`src/rtl/tile_stat_if.sv`:
```
// Pixel/tile-cursor inputs and tile-result outputs of tile_stat, grouped as one bus.
// slave = the statistics block, master = whatever drives the pixel stream.
interface tile_stat_if;
    logic        vs_i;
    logic        de_i;
    logic [23:0] data_i;
    logic        v_save_i;
    logic [31:0] ht_cur_i;
    logic [31:0] vt_cur_i;
    logic        wr_en_o;
    logic [15:0] wr_addr_o;
    logic        wr_dark_o;
    logic        frame_done_o;
    logic        overrun_o;

    modport slave (
        input  vs_i, de_i, data_i, v_save_i, ht_cur_i, vt_cur_i,
        output wr_en_o, wr_addr_o, wr_dark_o, frame_done_o, overrun_o
    );
    modport master (
        output vs_i, de_i, data_i, v_save_i, ht_cur_i, vt_cur_i,
        input  wr_en_o, wr_addr_o, wr_dark_o, frame_done_o, overrun_o
    );
endinterface

```
`src/rtl/tile_stat.sv`:
```
// Per-tile luma accumulation and dark/not-dark classification, flushed one tile per cycle per row.
// Optional macro TILE_STAT_OVERRUN_EN: sticky flag for pixels arriving while a row is being flushed.
module tile_stat_lane (
    input  logic        clk_i,
    input  logic        rst_ni,
    input  logic        clr_i,
    input  logic        add_i,
    input  logic [9:0]  luma_i,
    output logic [31:0] acc_o,
    output logic [15:0] cnt_o
);
    logic [31:0] acc_q, acc_d;
    logic [15:0] cnt_q, cnt_d;

    // A clear in the same cycle as a pixel drops that pixel.
    always_comb begin
        acc_d = acc_q;
        cnt_d = cnt_q;
        if (clr_i) begin
            acc_d = '0;
            cnt_d = '0;
        end else if (add_i) begin
            acc_d = acc_q + 32'(luma_i);
            if (cnt_q != 16'hFFFF) cnt_d = cnt_q + 16'd1;
        end
    end

    always_ff @(posedge clk_i or negedge rst_ni) begin
        if (!rst_ni) begin
            acc_q <= '0;
            cnt_q <= '0;
        end else begin
            acc_q <= acc_d;
            cnt_q <= cnt_d;
        end
    end

    assign acc_o = acc_q;
    assign cnt_o = cnt_q;
endmodule

module tile_stat #(
    parameter int HBLKS = 10,
    parameter int VBLKS = 10,
    parameter int THRES = 256
) (
    input  logic       clk_i,
    input  logic       rst_ni,
    tile_stat_if.slave bus
);
    localparam int IW = (HBLKS > 1) ? $clog2(HBLKS) : 1;

    typedef enum logic {IDLE, FLUSH} state_t;
    typedef struct packed {
        logic [15:0] addr;
        logic        dark;
    } wr_t;

    state_t        state_q, state_d;
    logic [IW-1:0] idx_q, idx_d;
    logic [15:0]   row_q, row_d;
    logic          fl;
    logic [IW-1:0] fidx;
    logic [15:0]   frow;
    logic          wen_q, last_q, last_d, fd_q;
    wr_t           wr_q, wr_d;

    logic [9:0]               luma;
    logic                     ht_ok;
    logic [HBLKS-1:0][31:0]   acc_w;
    logic [HBLKS-1:0][15:0]   cnt_w;
    logic [31:0]              addr_full;
    logic                     unused_vt;

    assign luma  = {2'b0, bus.data_i[23:16]} + {1'b0, bus.data_i[15:8], 1'b0} + {2'b0, bus.data_i[7:0]};
    assign ht_ok = bus.ht_cur_i < 32'(HBLKS);
    assign unused_vt = ^bus.vt_cur_i[31:16];

    // Tile 0 is flushed in the same cycle v_save_i is seen so that tile i
    // appears on the write port exactly 1+i cycles later.
    always_comb begin
        state_d = state_q;
        idx_d   = idx_q;
        row_d   = row_q;
        fl      = 1'b0;
        fidx    = idx_q;
        frow    = row_q;
        unique case (state_q)
            IDLE: begin
                if (bus.v_save_i) begin
                    fl   = 1'b1;
                    fidx = '0;
                    frow = bus.vt_cur_i[15:0];
                end
            end
            FLUSH: fl = 1'b1;
            default: ;
        endcase
        if (fl) begin
            row_d = frow;
            if (fidx == IW'(HBLKS - 1)) begin
                state_d = IDLE;
                idx_d   = '0;
            end else begin
                state_d = FLUSH;
                idx_d   = fidx + IW'(1);
            end
        end
        if (bus.vs_i) begin
            state_d = IDLE;
            idx_d   = '0;
            fl      = 1'b0;
        end
    end

    genvar i;
    generate
        for (i = 0; i < HBLKS; i++) begin : g_lane
            tile_stat_lane u_lane (
                .clk_i  (clk_i),
                .rst_ni (rst_ni),
                .clr_i  (bus.vs_i || (fl && fidx == IW'(i))),
                .add_i  (bus.de_i && !bus.vs_i && ht_ok && bus.ht_cur_i == 32'(i)),
                .luma_i (luma),
                .acc_o  (acc_w[i]),
                .cnt_o  (cnt_w[i])
            );
        end
    endgenerate

    // cnt=0 gives a zero threshold product, so an empty tile is never dark.
    assign addr_full = 32'(frow) * 32'(HBLKS) + 32'(fidx);
    always_comb begin
        wr_d.addr = addr_full[15:0];
        wr_d.dark = 48'(acc_w[fidx]) < 48'(THRES) * 48'(cnt_w[fidx]);
        last_d    = fl && fidx == IW'(HBLKS - 1) && frow == 16'(VBLKS - 1);
    end

    always_ff @(posedge clk_i or negedge rst_ni) begin
        if (!rst_ni) begin
            state_q <= IDLE;
            idx_q   <= '0;
            row_q   <= '0;
            wen_q   <= 1'b0;
            wr_q    <= '0;
            last_q  <= 1'b0;
            fd_q    <= 1'b0;
        end else begin
            state_q <= state_d;
            idx_q   <= idx_d;
            row_q   <= row_d;
            wen_q   <= fl;
            if (fl) wr_q <= wr_d;
            last_q  <= last_d;
            fd_q    <= last_q;
        end
    end

`ifdef TILE_STAT_OVERRUN_EN
    logic ovr_q;
    always_ff @(posedge clk_i or negedge rst_ni) begin
        if (!rst_ni) ovr_q <= 1'b0;
        else if (state_q == FLUSH && bus.de_i && !bus.vs_i) ovr_q <= 1'b1;
    end
    assign bus.overrun_o = ovr_q;
`else
    assign bus.overrun_o = 1'b0;
`endif

    assign bus.wr_en_o      = wen_q;
    assign bus.wr_addr_o    = wr_q.addr;
    assign bus.wr_dark_o    = wr_q.dark;
    assign bus.frame_done_o = fd_q;
endmodule

```
`src/flat_wrapper.sv`:
```
// flat-port wrapper written by rule: the top's interface ports become plain ports
module tile_stat_flat 
#(
    parameter int HBLKS = 10,
    parameter int VBLKS = 10,
    parameter int THRES = 256
)
  (clk_i, rst_ni, bus_vs_i, bus_de_i, bus_data_i, bus_v_save_i, bus_ht_cur_i, bus_vt_cur_i, bus_wr_en_o, bus_wr_addr_o, bus_wr_dark_o, bus_frame_done_o, bus_overrun_o);
  tile_stat_if bus_i ();
  input  logic clk_i;
  input  logic rst_ni;
  input wire logic [$bits(bus_i.vs_i)-1:0] bus_vs_i;
  input wire logic [$bits(bus_i.de_i)-1:0] bus_de_i;
  input wire logic [$bits(bus_i.data_i)-1:0] bus_data_i;
  input wire logic [$bits(bus_i.v_save_i)-1:0] bus_v_save_i;
  input wire logic [$bits(bus_i.ht_cur_i)-1:0] bus_ht_cur_i;
  input wire logic [$bits(bus_i.vt_cur_i)-1:0] bus_vt_cur_i;
  output wire logic [$bits(bus_i.wr_en_o)-1:0] bus_wr_en_o;
  output wire logic [$bits(bus_i.wr_addr_o)-1:0] bus_wr_addr_o;
  output wire logic [$bits(bus_i.wr_dark_o)-1:0] bus_wr_dark_o;
  output wire logic [$bits(bus_i.frame_done_o)-1:0] bus_frame_done_o;
  output wire logic [$bits(bus_i.overrun_o)-1:0] bus_overrun_o;
  assign bus_i.vs_i = bus_vs_i;
  assign bus_i.de_i = bus_de_i;
  assign bus_i.data_i = bus_data_i;
  assign bus_i.v_save_i = bus_v_save_i;
  assign bus_i.ht_cur_i = bus_ht_cur_i;
  assign bus_i.vt_cur_i = bus_vt_cur_i;
  assign bus_wr_en_o = bus_i.wr_en_o;
  assign bus_wr_addr_o = bus_i.wr_addr_o;
  assign bus_wr_dark_o = bus_i.wr_dark_o;
  assign bus_frame_done_o = bus_i.frame_done_o;
  assign bus_overrun_o = bus_i.overrun_o;
  tile_stat #(.HBLKS(HBLKS), .VBLKS(VBLKS), .THRES(THRES)) u_core (.clk_i(clk_i), .rst_ni(rst_ni), .bus(bus_i));
endmodule
```
`config.mk`:
```
export PLATFORM = sky130hd
export DESIGN_NAME = tile_stat_flat
export DESIGN_NICKNAME = d
export VERILOG_FILES = /design/src/rtl/tile_stat_if.sv /design/src/rtl/tile_stat.sv /design/src/flat_wrapper.sv
export SDC_FILE = /design/constraint.sdc
export NUM_CORES = 2
export LEC_CHECK = 0
export CAP_MARGIN = 20
export CORE_AREA = 5 5 247 249
export DETAILED_ROUTE_END_ITERATION = 8
export DIE_AREA = 0 0 252 254
export DONT_BUFFER_PORTS = 1
export GPL_ROUTABILITY_DRIVEN = 1
export PLACE_DENSITY = 0.75
export SLEW_MARGIN = 20
export SYNTH_ARGS = -nofsm -noshare
export SYNTH_HDL_FRONTEND = slang
export SYNTH_SLANG_ARGS = --single-unit
```
`constraint.sdc`:
```
create_clock -name clk_i -period 12.7 [get_ports clk_i]
set_input_delay 1.27 -clock clk_i [delete_from_list [all_inputs] [get_ports clk_i]]
set_output_delay 1.27 -clock clk_i [all_outputs]
set_load 0.05 [all_outputs]
```
==> out/qor.log <==
qor: run_status.outcome complete, no violations
qor: routing.vias 30437
qor: logic_synthesis.synth_seq_area_share 37.5%
qor: routing.vias_per_cell 6.42
qor: floorplan.die_w 252 um
qor: grt.grt_busiest_layer met2
qor: timing.count_of_final_hold_check_violations 0
qor: hold_path.holdPathEnd u_core.bus.frame_done_o
qor: logic_synthesis.yosysWarnings 0
qor: setup_path.critical_path.endpoint_type register
qor: floorplan.start_util 59.4%
qor: timing.rsz_0062_raised_after_global_routing no
qor: logic_synthesis.synth_area_leader_cell sky130_fd_sc_hd__dfrtp_1
qor: clock_tree.clock_tree.htree_level_count 2
qor: place.finalWeightedCongestion 0.963
qor: grt.antenna_found_initial 0
qor: timing.finalMaxSlewViolations 0
qor: timing.timing.slew.headroom 16.6%
qor: grt.grt_pass1_vias 28832
qor: clock_tree.cts.repair_timing.setup_buffer_count 0
qor: timing.setup_total_negative_slack 0 ns
qor: setup_path.worstSetupStartpointType primary input
qor: place.port-buffer-count 0
qor: final_layout.register_area 13000 sq um
qor: setup_path.r2r_end u_core.bus.wr_addr_o[15]
qor: power_and_ir_drop.power.ir.vdd_worst 0.133 mV
qor: place.dp_hpwl 69200 um
qor: final_layout.insertedDiodeCount 0
qor: setup_path.worstPathArrival 6.48 ns
qor: logic_synthesis.synthesis.instances 4003
qor: logic_synthesis.yosysMostFrequentCell sky130_fd_sc_hd__dfrtp_1
qor: clock_tree.clock_pin_slew_of_the_registers_on_the_worst_case_setup_and_hold_paths 0.06 ns
qor: logic_synthesis.synth_top_area_share 37.5%
qor: hold_path.hold_start u_core.last_q
qor: logic_synthesis.synth.net_count 4286
qor: flow_run.max-cap-violations 0
qor: clock_tree.cts_hold_buffers 0
qor: clock_tree.post_cts_resize_count 0
qor: routing.post-route-drc-count 0
qor: floorplan.floorplan.die.height 254 um
qor: routing.drt-initial-drc-count 3025
qor: setup_path.criticalPathCategory in -> reg
qor: setup_path.reg2reg_from u_core.state_q
qor: logic_synthesis.synth.top_cells.by_count sky130_fd_sc_hd__dfrtp_1 (521), sky130_fd_sc_hd__nor2_1 (510), sky130_fd_sc_hd__nand2_1 (489), sky130_fd_sc_hd__a21oi_1 (298), sky130_fd_sc_hd__xnor2_1 (256)
qor: grt.grt_use_met1 42.8%
qor: final_layout.layout-drive-gt1-share 6.28%
qor: logic_synthesis.count_of_different_cell_masters_after_synthesis 94
qor: clock_tree.cts_sinks 521
qor: logic_synthesis.yosys-top-cells-area sky130_fd_sc_hd__dfrtp_1 (38%), sky130_fd_sc_hd__xnor2_1 (6.5%), sky130_fd_sc_hd__ha_1 (6.1%)
qor: routing.detail_route.first_pass.iterations 7
qor: clock_tree.clkLatencyLatePin 0.63 ns
qor: final_layout.nFillCells 4949
qor: routing.wirelength 99700 um
qor: clock_tree.tritoncts_clock_tree built
qor: grt.grt_util_met2 48.0%
qor: place.dpl-instance-area 35400 sq um
qor: timing.finalCriticalPeriod 5.93 ns
qor: grt.grt_max_degree 522
qor: clock_tree.cts.root.buffer_cell sky130_fd_sc_hd__clkbuf_16
qor: grt.gr-total-overflow 0
qor: floorplan.pin_count 113
qor: setup_path.r2r_cells 15
qor: timing.fin_skew 0.0203 ns
qor: logic_synthesis.post_synth_instance_area 34800 sq um
qor: logic_synthesis.main_flop_type_after_synthesis sky130_fd_sc_hd__dfrtp_1
qor: final_layout.finish.instance_area 37300 sq um
qor: power_and_ir_drop.pwr_density_cell 115 nW/um^2
qor: floorplan.core_area 58500 sq um
qor: logic_synthesis.asyncSetResetFlopFracSynth 100%
qor: clock_tree.cts_max_path_buffers 3
qor: logic_synthesis.synth.ff_latch_count 521
qor: floorplan.core.rowCount 89
qor: routing.drt-wirelength-per-cell 21.0 um
qor: floorplan.die_area 64000 sq um
qor: final_layout.multi_input_area 20500 sq um
qor: routing.ant_nets 0
qor: hold_path.worst_hold_path.num_cells 0
qor: hold_path.hold_class reg -> reg
qor: grt.gr-usage-met3 5.37%
qor: setup_path.crit_fanout 11
qor: logic_synthesis.synth_edf_count 0
qor: grt.globalRouteTotalUtil 30.7%
qor: timing.least_margin_pin_slew 1.25 ns
qor: timing.fmax 169 MHz
qor: clock_tree.cts_made_buffers 59
qor: setup_path.timing.reg2reg.setup_slack 7.43 ns
qor: final_layout.layout-area-overhead-vs-synth 7.39%
qor: timing.fin_crit_sh 46.7%
qor: final_layout.nets 4208
qor: grt.global_route_wire_length_before_repair 159000 um
qor: power_and_ir_drop.cellLeakagePower 15.2 nW
qor: setup_path.cp_data_required_time 13.25 ns
qor: timing.setup_viol_count_final 0
qor: logic_synthesis.synth.avg_cell_area 8.68 sq um
==> sequential cells by signal (all words and copies together), names as in the netlist <==
name and cells:
u_core.bus.wr_addr_o 16, u_core.bus.wr_en_o 1, u_core.bus.frame_done_o 1, u_core.row_q 16
u_core.g_lane.u_lane.cnt_o 160, u_core.bus.wr_dark_o 1, u_core.state_q 1, u_core.idx_q 4
u_core.g_lane.u_lane.acc_o 320, u_core.last_q 1
==> metrics by stage <==
| step | utilization (%) | setup WS (ns) | hold WS, ns | total power [W] | instances |
|---|---|---|---|---|---|
| CTS | 63.8 | 6.84 | 0.337 | 0.00429 | 4741 |
| detailed placement | 60.6 | 6.27 | 0.354 | 0.00261 | 4637 |
| finish | 63.8 | 6.77 | 0.359 | 0.00428 | 4741 |
| floorplan | - | 6.87 | 0.331 | 0.00238 | 4003 |
| global placement | 60.6 | 6.31 | 0.334 | 0.00259 | 4637 |
| global route | 63.8 | 6.48 | 0.350 | 0.00446 | 4741 |
==> logic make-up after synthesis <==
| family | after synthesis | synth area share (%) |
|---|---|---|
| other | 1 | 0.0108 |
| xor gates and xnor gates | 355 | 8.99 |
| DFF | 521 | 37.5 |
| and+or+nand+nor | 1608 | 21.9 |
| adders and majority gates | 190 | 7.27 |
| muxes | 82 | 3.18 |
| AOI/OAI and AO/OA | 919 | 17.5 |
| buffers and inverters | 327 | 3.61 |
==> worst max path at each step <==
stage,start,end,slack (ns),depth (start not counted)
CTS,bus_data_i[1],u_core.g_lane[3].u_lane.acc_o[29],6.84,15
global placement,bus_data_i[1],u_core.g_lane[3].u_lane.acc_o[25],6.31,15
floorplan,bus_data_i[1],u_core.g_lane[8].u_lane.acc_o[26],6.87,20
global route,bus_data_i[1],u_core.g_lane[3].u_lane.acc_o[29],6.48,15
finish,bus_data_i[1],u_core.g_lane[3].u_lane.acc_o[29],6.77,15
detailed placement,bus_data_i[1],u_core.g_lane[3].u_lane.acc_o[25],6.27,15
==> metal layers <==
layer | up-vias | wire length [um]
li1 | 14250 | -
met1 | 14630 | 41700
met2 | 1304 | 44800
met3 | 253 | 8630
met4 | 0 | 4510
met5 | - | 0
==> worst max-delay path: stages <==
cell,delay [ns]
sky130_fd_sc_hd__fa_1,0.52
sky130_fd_sc_hd__ha_1,0.16
sky130_fd_sc_hd__inv_1,0.05
sky130_fd_sc_hd__fa_1,0.40
sky130_fd_sc_hd__xnor2_1,0.84
sky130_fd_sc_hd__buf_4,0.34
sky130_fd_sc_hd__ha_1,0.29
sky130_fd_sc_hd__inv_1,0.07
sky130_fd_sc_hd__o21bai_1,0.11
sky130_fd_sc_hd__a2111oi_0,0.83
sky130_fd_sc_hd__nor3_1,0.15
sky130_fd_sc_hd__buf_4,0.21
sky130_fd_sc_hd__nor3_1,0.81
sky130_fd_sc_hd__o21ai_0,0.24
sky130_fd_sc_hd__a21oi_1,0.16
==> cell type report <==
cell class / instances / area share, %
inverters: 134 / 1.35
multi-input cells: 3155 / 55.0
flip-flops and latches: 521 / 34.9
repair buffers: 54 / 1.09
well taps: 773 / 2.59
clock inverters: 15 / 0.335
clock buffers: 89 / 4.72
==> cell usage in the layout, fill, tap and decap left out, types with 63 or more instances in the layout <==
cell type	instances
sky130_fd_sc_hd__dfrtp_1	519
sky130_fd_sc_hd__nor2_1	508
sky130_fd_sc_hd__nand2_1	489
sky130_fd_sc_hd__a21oi_1	298
sky130_fd_sc_hd__xnor2_1	255
sky130_fd_sc_hd__ha_1	170
sky130_fd_sc_hd__o21ai_0	153
sky130_fd_sc_hd__inv_1	132
sky130_fd_sc_hd__nand3_1	128
sky130_fd_sc_hd__a211oi_1	107
sky130_fd_sc_hd__xor2_1	98
sky130_fd_sc_hd__nor3_1	72
sky130_fd_sc_hd__nand4_1	63
==> power by group <==
group,total [W],internal (W),switching (W)
Combinational,0.000813,0.000304,0.000510
Sequential,0.00178,0.00169,0.0000916
Clock,0.00169,0.000986,0.000700
Total,0.00428,0.00298,0.00130
Note: power is estimated with default switching activity, not from simulation.
